<file path="config.mk">
export PLATFORM = sky130hd
export DESIGN_NAME = wide_reorder_buffer_flat
export DESIGN_NICKNAME = d
export VERILOG_FILES = /design/src/rtl/wide_reorder_buffer_pkg.sv /design/src/rtl/wide_reorder_buffer_if.sv /design/src/rtl/wide_reorder_buffer_lane_alloc.sv /design/src/rtl/wide_reorder_buffer.sv /design/src/flat_wrapper.sv
export SDC_FILE = /design/constraint.sdc
export NUM_CORES = 1
export LEC_CHECK = 0
export ABC_AREA = 1
export ABC_CLOCK_PERIOD_IN_PS = 9440
export BUFFER_PORTS_ARGS = -buffer_cell sky130_fd_sc_hd__buf_4
export CAP_MARGIN = 20
export CORE_MARGIN = 2
export CORE_UTILIZATION = 62
export DETAILED_ROUTE_END_ITERATION = 16
export PLACE_DENSITY = 0.81
export SLEW_MARGIN = 30
export SYNTH_ARGS = -nofsm -noshare
export SYNTH_HDL_FRONTEND = slang
export SYNTH_SLANG_ARGS = --single-unit
</file>
<file path="constraint.sdc">
create_clock -name clk -period 9.44 [get_ports clk]
set_clock_uncertainty 0.1 [all_clocks]
set_input_delay 1.888 -clock clk [delete_from_list [all_inputs] [get_ports clk]]
set_output_delay 1.888 -clock clk [all_outputs]
set_load 0.01 [all_outputs]
</file>
<file path="src/rtl/wide_reorder_buffer_pkg.sv">
// Shared types for the reorder buffer: entry layout, tag type and register-address widths.
`ifndef NUM_D_REG
`define NUM_D_REG 32
`endif
`ifndef NUM_S_REG
`define NUM_S_REG 16
`endif

package wide_reorder_buffer_pkg;
  localparam int RW_ADDR_W = $clog2(`NUM_D_REG);
  localparam int RS_ADDR_W = $clog2(`NUM_S_REG);
  localparam int ROB_DEPTH = 16;
  localparam int ROB_TAG_W = $clog2(ROB_DEPTH);

  typedef logic [ROB_TAG_W-1:0] rob_tag_t;

  typedef struct packed {
    logic                 valid;
    logic                 done;
    logic                 use_rw;
    logic [RW_ADDR_W-1:0] rw_addr;
    logic                 use_rs;
    logic [RS_ADDR_W-1:0] rs_addr;
  } rob_entry_t;
endpackage

</file>
<file path="src/rtl/wide_reorder_buffer_if.sv">
// Dispatch, writeback, commit and status bundle between the core pipeline and the ROB.
interface wide_reorder_buffer_if #(
  parameter int DISPATCH_W = 2,
  parameter int COMMIT_W   = 2,
  parameter int WB_PORTS   = 2,
  parameter int TAG_W      = 4
);
  import wide_reorder_buffer_pkg::*;

  logic                                  flush;
  logic [DISPATCH_W-1:0]                 disp_valid;
  logic [DISPATCH_W-1:0]                 disp_use_rw;
  logic [DISPATCH_W-1:0]                 disp_use_rs;
  logic [DISPATCH_W-1:0][RW_ADDR_W-1:0]  disp_rw_addr;
  logic [DISPATCH_W-1:0][RS_ADDR_W-1:0]  disp_rs_addr;
  logic                                  disp_ready;
  logic [DISPATCH_W-1:0][TAG_W-1:0]      disp_tag;
  logic [WB_PORTS-1:0]                   wb_valid;
  logic [WB_PORTS-1:0][TAG_W-1:0]        wb_tag;
  logic [COMMIT_W-1:0]                   commit_valid;
  logic [COMMIT_W-1:0]                   commit_use_rw;
  logic [COMMIT_W-1:0]                   commit_use_rs;
  logic [COMMIT_W-1:0][RW_ADDR_W-1:0]    commit_rw_addr;
  logic [COMMIT_W-1:0][RS_ADDR_W-1:0]    commit_rs_addr;
  logic [COMMIT_W-1:0][TAG_W-1:0]        commit_tag;
  logic [TAG_W:0]                        count;
  logic                                  empty;
  logic                                  full;

  modport master (
    output flush, disp_valid, disp_use_rw, disp_use_rs, disp_rw_addr, disp_rs_addr,
           wb_valid, wb_tag,
    input  disp_ready, disp_tag, commit_valid, commit_use_rw, commit_use_rs,
           commit_rw_addr, commit_rs_addr, commit_tag, count, empty, full
  );

  modport slave (
    input  flush, disp_valid, disp_use_rw, disp_use_rs, disp_rw_addr, disp_rs_addr,
           wb_valid, wb_tag,
    output disp_ready, disp_tag, commit_valid, commit_use_rw, commit_use_rs,
           commit_rw_addr, commit_rs_addr, commit_tag, count, empty, full
  );
endinterface

</file>
<file path="src/rtl/wide_reorder_buffer_lane_alloc.sv">
// Prefix popcount: each lane's offset is the number of requesting lanes below it.
module rob_lane_alloc #(
  parameter int LANES = 2,
  localparam int CNT_W = $clog2(LANES + 1)
) (
  input  logic [LANES-1:0]            req,
  output logic [LANES-1:0][CNT_W-1:0] offset,
  output logic [CNT_W-1:0]            total
);
  logic [CNT_W-1:0] acc;

  always_comb begin
    acc = '0;
    for (int i = 0; i < LANES; i++) begin
      offset[i] = acc;
      acc = acc + CNT_W'(req[i]);
    end
  end

  assign total = acc;
endmodule

</file>
<file path="src/rtl/wide_reorder_buffer.sv">
// Superscalar reorder buffer: in-order multi-lane dispatch, tagged writeback, prefix commit from head.
module wide_reorder_buffer
  import wide_reorder_buffer_pkg::*;
#(
  parameter int DEPTH      = 16,
  parameter int DISPATCH_W = 2,
  parameter int COMMIT_W   = 2,
  parameter int WB_PORTS   = 2,
  parameter int TAG_W      = $clog2(DEPTH)
) (
  input logic                  clk,
  input logic                  n_rst,
  wide_reorder_buffer_if.slave bus
);
  localparam int DCNT_W = $clog2(DISPATCH_W + 1);
  localparam int CCNT_W = $clog2(COMMIT_W + 1);

  rob_entry_t mem [DEPTH];
  logic [TAG_W-1:0] head, tail;
  logic [TAG_W:0]   count;

  logic [DISPATCH_W-1:0][DCNT_W-1:0] disp_off;
  logic [DCNT_W-1:0]                 disp_total;
  logic [COMMIT_W-1:0][CCNT_W-1:0]   cmt_off;
  logic [CCNT_W-1:0]                 cmt_total;
  logic [COMMIT_W-1:0]               cmt_run;
  logic [COMMIT_W-1:0][TAG_W-1:0]    cmt_slot;
  logic                              run;
  logic                              do_disp;
  logic [DCNT_W-1:0]                 n_disp;

  rob_lane_alloc #(.LANES(DISPATCH_W)) u_disp_alloc (
    .req(bus.disp_valid), .offset(disp_off), .total(disp_total)
  );

  rob_lane_alloc #(.LANES(COMMIT_W)) u_cmt_alloc (
    .req(cmt_run), .offset(cmt_off), .total(cmt_total)
  );

  // Readiness looks only at registered occupancy, so same-cycle commits never widen it.
  assign bus.disp_ready = ({1'b0, count} + (TAG_W+2)'(DISPATCH_W)) <= (TAG_W+2)'(DEPTH);
  assign do_disp        = bus.disp_ready && !bus.flush;
  assign n_disp         = do_disp ? disp_total : '0;
  assign bus.count      = count;
  assign bus.empty      = (count == '0);
  assign bus.full       = (count == (TAG_W+1)'(DEPTH));

  // Idle lanes report tail+lane so the tag vector is deterministic when nothing dispatches.
  always_comb begin
    for (int i = 0; i < DISPATCH_W; i++)
      bus.disp_tag[i] = tail + TAG_W'(bus.disp_valid[i] ? disp_off[i] : DCNT_W'(i));
  end

  always_comb begin
    run = !bus.flush;
    for (int k = 0; k < COMMIT_W; k++) begin
      run = run && mem[head + TAG_W'(k)].valid && mem[head + TAG_W'(k)].done;
      cmt_run[k] = run;
    end
  end

  always_comb begin
    for (int k = 0; k < COMMIT_W; k++) begin
      cmt_slot[k]           = head + TAG_W'(cmt_run[k] ? cmt_off[k] : CCNT_W'(k));
      bus.commit_tag[k]     = cmt_slot[k];
      bus.commit_use_rw[k]  = mem[cmt_slot[k]].use_rw;
      bus.commit_rw_addr[k] = mem[cmt_slot[k]].rw_addr;
      bus.commit_use_rs[k]  = mem[cmt_slot[k]].use_rs;
      bus.commit_rs_addr[k] = mem[cmt_slot[k]].rs_addr;
    end
    bus.commit_valid = cmt_run;
  end

  always_ff @(posedge clk) begin
    if (!n_rst || bus.flush) begin
      head  <= '0;
      tail  <= '0;
      count <= '0;
      for (int i = 0; i < DEPTH; i++) begin
        mem[i].valid <= 1'b0;
        mem[i].done  <= 1'b0;
      end
    end else begin
      for (int p = 0; p < WB_PORTS; p++)
        if (bus.wb_valid[p] && mem[bus.wb_tag[p]].valid)
          mem[bus.wb_tag[p]].done <= 1'b1;
      for (int k = 0; k < COMMIT_W; k++)
        if (cmt_run[k]) begin
          mem[cmt_slot[k]].valid <= 1'b0;
          mem[cmt_slot[k]].done  <= 1'b0;
        end
      // Dispatch only targets free slots, so it never collides with a retiring entry.
      for (int i = 0; i < DISPATCH_W; i++)
        if (do_disp && bus.disp_valid[i])
          mem[bus.disp_tag[i]] <= '{valid:   1'b1,
                                    done:    1'b0,
                                    use_rw:  bus.disp_use_rw[i],
                                    rw_addr: bus.disp_rw_addr[i],
                                    use_rs:  bus.disp_use_rs[i],
                                    rs_addr: bus.disp_rs_addr[i]};
      head  <= head + TAG_W'(cmt_total);
      tail  <= tail + TAG_W'(n_disp);
      count <= count + (TAG_W+1)'(n_disp) - (TAG_W+1)'(cmt_total);
    end
  end
endmodule

</file>
<file path="src/flat_wrapper.sv">
// flat-port wrapper written by rule: the top's interface ports become plain ports
module wide_reorder_buffer_flat import wide_reorder_buffer_pkg::*;
#(
  parameter int DEPTH      = 16,
  parameter int DISPATCH_W = 2,
  parameter int COMMIT_W   = 2,
  parameter int WB_PORTS   = 2,
  parameter int TAG_W      = $clog2(DEPTH)
)
  (clk, n_rst, bus_flush, bus_disp_valid, bus_disp_use_rw, bus_disp_use_rs, bus_disp_rw_addr, bus_disp_rs_addr, bus_wb_valid, bus_wb_tag, bus_disp_ready, bus_disp_tag, bus_commit_valid, bus_commit_use_rw, bus_commit_use_rs, bus_commit_rw_addr, bus_commit_rs_addr, bus_commit_tag, bus_count, bus_empty, bus_full);
  wide_reorder_buffer_if #(.DISPATCH_W(DISPATCH_W), .COMMIT_W(COMMIT_W), .WB_PORTS(WB_PORTS), .TAG_W(TAG_W)) bus_i ();
  input logic clk;
  input logic n_rst;
  input wire logic [$bits(bus_i.flush)-1:0] bus_flush;
  input wire logic [$bits(bus_i.disp_valid)-1:0] bus_disp_valid;
  input wire logic [$bits(bus_i.disp_use_rw)-1:0] bus_disp_use_rw;
  input wire logic [$bits(bus_i.disp_use_rs)-1:0] bus_disp_use_rs;
  input wire logic [$bits(bus_i.disp_rw_addr)-1:0] bus_disp_rw_addr;
  input wire logic [$bits(bus_i.disp_rs_addr)-1:0] bus_disp_rs_addr;
  input wire logic [$bits(bus_i.wb_valid)-1:0] bus_wb_valid;
  input wire logic [$bits(bus_i.wb_tag)-1:0] bus_wb_tag;
  output wire logic [$bits(bus_i.disp_ready)-1:0] bus_disp_ready;
  output wire logic [$bits(bus_i.disp_tag)-1:0] bus_disp_tag;
  output wire logic [$bits(bus_i.commit_valid)-1:0] bus_commit_valid;
  output wire logic [$bits(bus_i.commit_use_rw)-1:0] bus_commit_use_rw;
  output wire logic [$bits(bus_i.commit_use_rs)-1:0] bus_commit_use_rs;
  output wire logic [$bits(bus_i.commit_rw_addr)-1:0] bus_commit_rw_addr;
  output wire logic [$bits(bus_i.commit_rs_addr)-1:0] bus_commit_rs_addr;
  output wire logic [$bits(bus_i.commit_tag)-1:0] bus_commit_tag;
  output wire logic [$bits(bus_i.count)-1:0] bus_count;
  output wire logic [$bits(bus_i.empty)-1:0] bus_empty;
  output wire logic [$bits(bus_i.full)-1:0] bus_full;
  assign bus_i.flush = bus_flush;
  assign bus_i.disp_valid = bus_disp_valid;
  assign bus_i.disp_use_rw = bus_disp_use_rw;
  assign bus_i.disp_use_rs = bus_disp_use_rs;
  assign bus_i.disp_rw_addr = bus_disp_rw_addr;
  assign bus_i.disp_rs_addr = bus_disp_rs_addr;
  assign bus_i.wb_valid = bus_wb_valid;
  assign bus_i.wb_tag = bus_wb_tag;
  assign bus_disp_ready = bus_i.disp_ready;
  assign bus_disp_tag = bus_i.disp_tag;
  assign bus_commit_valid = bus_i.commit_valid;
  assign bus_commit_use_rw = bus_i.commit_use_rw;
  assign bus_commit_use_rs = bus_i.commit_use_rs;
  assign bus_commit_rw_addr = bus_i.commit_rw_addr;
  assign bus_commit_rs_addr = bus_i.commit_rs_addr;
  assign bus_commit_tag = bus_i.commit_tag;
  assign bus_count = bus_i.count;
  assign bus_empty = bus_i.empty;
  assign bus_full = bus_i.full;
  wide_reorder_buffer #(.DEPTH(DEPTH), .DISPATCH_W(DISPATCH_W), .COMMIT_W(COMMIT_W), .WB_PORTS(WB_PORTS), .TAG_W(TAG_W)) u_core (.clk(clk), .n_rst(n_rst), .bus(bus_i));
endmodule
</file>
# After elaboration in Yosys (flattened, before gate mapping)
# Memories as Yosys holds them, arrays and structs flattened. A register that Yosys moved wholly into a read port is not among the register bits.
# Index checks and enable logic that the tools add are counted.
# totals
memories	1
ramBits	208
ff_bits	13
in_bits	37
# op_classes
magnitude_cmp	1
n_mux	42
eq_ne	1
add_sub_neg	10
n_reduce_logical	19
# mem_list
name	words	word_bits	rd	rd_clocked_by_memory_dff	wr	line	text
u_core.mem	16	13	5	1	16	wide_reorder_buffer.sv:18	rob_entry_t mem [DEPTH];
# op_table
op	n
two-way mux 13 bit	6
OR reduction 13 bit	6
two-way mux 4 bit	7
two-way mux 1 bit	22
two-way mux 2 bit	5
logical AND 1 bit	9
adder 4 x 2 -> 4 bit	2
adder 4 bit	2
adder 5 x 2 -> 6 bit (second input constant)	1
<= comparator 6 x 5 -> 1 bit (second input constant)	1
two-way mux 3 bit	2
adder 5 x 2 -> 5 bit	1
== test 5 bit (second input constant)	1
logical NOT 5 bit	1
subtractor 5 x 2 -> 5 bit	1
adder 1 x 1 -> 2 bit	2
adder 4 x 1 -> 4 bit (second input constant)	1
logical NOT 1 bit	2
logical OR 1 bit	1

# Depth between registers and ports, before layout
# logic_depth
word_depth	10
ltp_mapped	26

# Cells and area by module
# Synthesis repeated with hierarchy kept, for this count alone.
# unflattened
cells_unflattened	2011
area_unflattened_um2	15275.9
# by_module_without_submodules
module	cells_per_inst	instances	seq_area_each_um2	area_each_um2
wide_reorder_buffer	1999	1	6185.9	15183.3
rob_lane_alloc	6	2	0.0	46.3

# Worst setup path before layout
# Ideal clock, no wire load.
# synth_path
kind	input port to output port
start	in bus_flush
end	out bus_commit_rs_addr[7]
cell_stages	19
required_time_ps	7452
path_buffers	4
arrival_time_ps	4596
path_slack_ps	2856
path_cell_list	inv_1 -> nand2_1 -> inv_1 -> nand3_1 -> nor2_1 -> buf_2 -> inv_1 -> nor2_1 -> ha_1 -> inv_1 -> ha_1 -> clkbuf_1 -> clkbuf_1 -> clkbuf_1 -> a21oi_1 -> o21ai_0 -> o21ai_0 -> a22oi_1 -> nand2_1
# synth_via
elab_chain_cells	8
# synth_rtl
item	line	text
from (decl)	flat_wrapper.sv:14	input wire logic [$bits(bus_i.flush)-1:0] bus_flush;
logical NOT 1 bit	wide_reorder_buffer.sv:55	run = !bus.flush;
logical AND 1 bit (2 in series)	wide_reorder_buffer.sv:57	run = run && mem[head + TAG_W'(k)].valid && mem[head + TAG_W'(k)].done;
via bus_commit_valid[0]	flat_wrapper.sv:24	output wire logic [$bits(bus_i.commit_valid)-1:0] bus_commit_valid;
logical AND 1 bit (2 in series)	wide_reorder_buffer.sv:57	
via u_core.run	wide_reorder_buffer.sv:28	logic run;
two-way mux 1 bit	wide_reorder_buffer.sv:64	cmt_slot[k] = head + TAG_W'(cmt_run[k] ? cmt_off[k] : CCNT_W'(k));
adder 4 bit	wide_reorder_buffer.sv:64	
via bus_commit_tag[4]	flat_wrapper.sv:29	output wire logic [$bits(bus_i.commit_tag)-1:0] bus_commit_tag;
memory (16 x 13 bit)	n/a	
to (decl)	flat_wrapper.sv:28	output wire logic [$bits(bus_i.commit_rs_addr)-1:0] bus_commit_rs_addr;
# The timed path passes the listed nets, and every way through them passes these cells.

# Worst setup path after layout
# layout_path
start	reg u_core.head[0]
end	out bus_commit_rw_addr[8]
# layout_via
elab_chain_cells	7
# layout_rtl
item	line	text
from (decl)	wide_reorder_buffer.sv:19	logic [TAG_W-1:0] head, tail;
from (signal assigned)	wide_reorder_buffer.sv:101	head <= head + TAG_W'(cmt_total);
adder 4 x 1 -> 4 bit	wide_reorder_buffer.sv:57	
memory (16 x 13 bit)	n/a	
logical AND 1 bit (2 in series)	wide_reorder_buffer.sv:57	
two-way mux 1 bit	wide_reorder_buffer.sv:64	
adder 4 bit (*)	wide_reorder_buffer.sv:64	
memory (16 x 13 bit)	n/a	
to (decl)	flat_wrapper.sv:27	output wire logic [$bits(bus_i.commit_rw_addr)-1:0] bus_commit_rw_addr;
# Every way passes the cells marked *; elsewhere a longest branch is shown, timed or not.

==> metrics <==
dpl cell area 15300 um2; worst setup path endpoint bus_commit_rw_addr[8]; Syn. warnings 0; first-pass GRT wire length 77300 um; # hold bufs at CTS 0; clock-pin slew on the worst setup and hold paths 0.06 ns; DRT antenna net count 0; mean area per synthesized cell 7.19 um2; PnR worst setup slack 0.992 ns; total gr overflow 0; sequential share of the synthesized area 41.8%; Worst setup EP type output port; Synth Cell Area 14800 um2; Cell variety after synth 38; CTS Buf Count 25; DR pass1 iterations 8; Worst Max-Slew Pin Slew 1.02 ns; Place WS 1.79 ns; Nets 2105; effective utilization at floorplan 63.1%; Cells after Synth 2059; Placed Instances 2331; flop2flop setup slack 4.07 ns; multi-input logic area 7130 um2; RSZ-0062 raised after global routing false; core outline area 23500 um2; Post-route DRC 0; final WL 50900 um; most common cell after layout, fill and taps aside o21ai_0; flops & latches, synth 221; I/O pin cnt 85; adder-cell share of the synthesized area 2.65%; gr usage total 40.3%; largest net degree at the start of global routing 129; clock root cell clkbuf_16; initial antenna violation count 0; vias per cell 6.38; Static Leakage 6.34 nW; largest family of logic cells by synthesized area simple AND/OR/NAND/NOR gates; hpwl dp 36300 um; CP Max Fanout 34; RR Endpoint u_core.mem[2][12]$_SDFFE_PP1P_; via count 15172; worst setup path startpoint u_core.head[0]$_SDFF_PP0_; Post-synth EDFFs 176; Rel. slew slack 31.6%; post-synthesis compound-gate area fraction 22.2%; WL per Instance 21.4 um; # Post-CTS Setup Buffers 0; R2R depth 21; CP required 7.45 ns; Critical Path AT 6.46 ns; antenna cell count 0; Yosys top cell by area edfxtp_1; crit-path cells inv_2 -> ha_2 -> clkinv_1 -> nand3_1 -> nand3_1 -> nand3_1 -> nand3b_1 -> nand2_1 -> nor2_1 -> ha_1 -> inv_1 -> ha_4 -> clkinv_1 -> buf_4 -> nor2_1 -> o21ai_0 -> a22oi_1 -> nand2_1 -> buf_4; top cell type's share of synthesized area 35.7%; Synthesized Nets 2125; count of final setup violators 0; Post-Synth XOR/XNOR Area 0.642%; clk buf depth 3; vias in the first global route 13414; Layout area overhead 9.24%; pwr dens 137 nW/um2; worst-skew pair later-pin latency 0.54 ns; Final min period 8.45 ns; worst-case vdd ir drop 0.157 mV; Worst path max stage delay 0.89 ns; max_cap viols 0; outcome complete, no violations; Synth Area in Simple Gates 22.5%; Port-buffer cells 84; post_cts resized 0; Max Fclk 118 MHz; total power 2.21 mW; Reg area 6190 um2; fraction of layout cells with a size suffix above 1 7.87%; origin of the critical flop-to-flop path u_core.head[0]$_SDFF_PP0_; Non-Filler Instances 2377; post-synthesis mux area share 0%; ys async rst share 0%; final worst-path cycle share 89.5%; commonest non-fill, non-tap cells in the layout 375 x o21ai_0, 316 x nand2_1, 269 x nor2_1; row count 56; DRT iter0 DRCs 2914; GP Congestion 1.01; Crit-path slowest cell ha_2; DIE WIDTH 159 um; H-tree lvl count 1; chip height 159 um; CP Class reg -> out; worst min-delay path class reg -> reg; CP Launch Type flop; fill count 2036; Pins Over Slew Limit 0; Synth area leaders edfxtp_1 36%, o21ai_0 13%, nand2_1 8.0%; Finished Cell Area 16200 um2; final hold vios 0; setup TNS 0 ns; crit-path most repeated cell nand3_1; TritonCTS clock tree built; Sink Count 221; commonest register cell after synthesis edfxtp_1; die area 25100 um2
registers in the layout (all words and copies together), names as in the netlist:
name,count
u_core.mem,208
u_core.bus.count,5
u_core.tail,4
u_core.head,4
per-layer routing:
layer | wire (um) | track usage, %
met3 | 8800 | 13.6
met2 | 20800 | 56.0
met4 | 1200 | 10.1
met5 | 0 | 0
met1 | 20100 | 60.1
report_power, final:
group          total, mW  switching, mW  internal [mW]
sequential          1.05        0.00677           1.05
combinational      0.149          0.104         0.0449
clock               1.01          0.414          0.593
worst min path at each step:
| stage | startpoint | cells past startpoint | to | slack (ns) |
|---|---|---|---|---|
| after global routing | u_core.mem[11][12]$_SDFFE_PP1P_ | 2 | u_core.mem[11][12]$_SDFFE_PP1P_ | 0.44 |
| final | u_core.mem[15][12]$_SDFFE_PP1P_ | 2 | u_core.mem[15][12]$_SDFFE_PP1P_ | 0.42 |
| after floorplan | u_core.mem[11][12]$_SDFFE_PP1P_ | 2 | u_core.mem[11][12]$_SDFFE_PP1P_ | 0.36 |
| after global placement | u_core.mem[15][12]$_SDFFE_PP1P_ | 2 | u_core.mem[15][12]$_SDFFE_PP1P_ | 0.40 |
| after detailed placement | u_core.mem[15][12]$_SDFFE_PP1P_ | 2 | u_core.mem[15][12]$_SDFFE_PP1P_ | 0.40 |
| after CTS | u_core.mem[15][12]$_SDFFE_PP1P_ | 2 | u_core.mem[15][12]$_SDFFE_PP1P_ | 0.41 |
kinds of logic after synthesis:
group / count (synthesis)
simple gates: 799
compound gates: 620
buf+inv: 380
flops: 221
fa+ha+maj: 29
xor+xnor: 10
stage by stage:
| step | utilization (%) | hold WS, ns |
|---|---|---|
| global route | 68.9 | 0.438 |
| finish | 68.9 | 0.422 |
| floorplan | - | 0.357 |
| CTS | 68.9 | 0.412 |
| global placement | 65.4 | 0.399 |
| detailed placement | 65.4 | 0.402 |
layout make-up:
type                    instances  area share, %
clock inverters                18           1.18
clock buffers                  28           3.94
flip-flops and latches        221           38.3
inverters                     233           5.41
repair buffers                100           4.66
well taps                     319           2.47
multi-input cells            1458           44.1
critical path, delay by kind of cell (launching register included):
family / cells / cell delay [ns]
compound gates: 2 / 0.32
fa+ha+maj: 3 / 1.42
buf+inv: 6 / 2.56
flops: 1 / 0.59
simple gates: 8 / 0.99
synthesized netlist by cell type (4+ instances only):
cell	count
a21oi_1	131
a22oi_1	27
buf_1	22
buf_2	39
buf_4	8
clkbuf_1	76
clkinv_1	8
dfxtp_1	45
edfxtp_1	176
fa_1	4
ha_1	25
inv_1	222
nand2_1	316
nand3_1	165
nand4_1	13
nor2_1	271
nor2_2	6
nor3_1	19
o21a_1	4
o21ai_0	376
o21ai_1	11
o22ai_1	67
xor2_1	6
(Power assumes the default switching activity.)
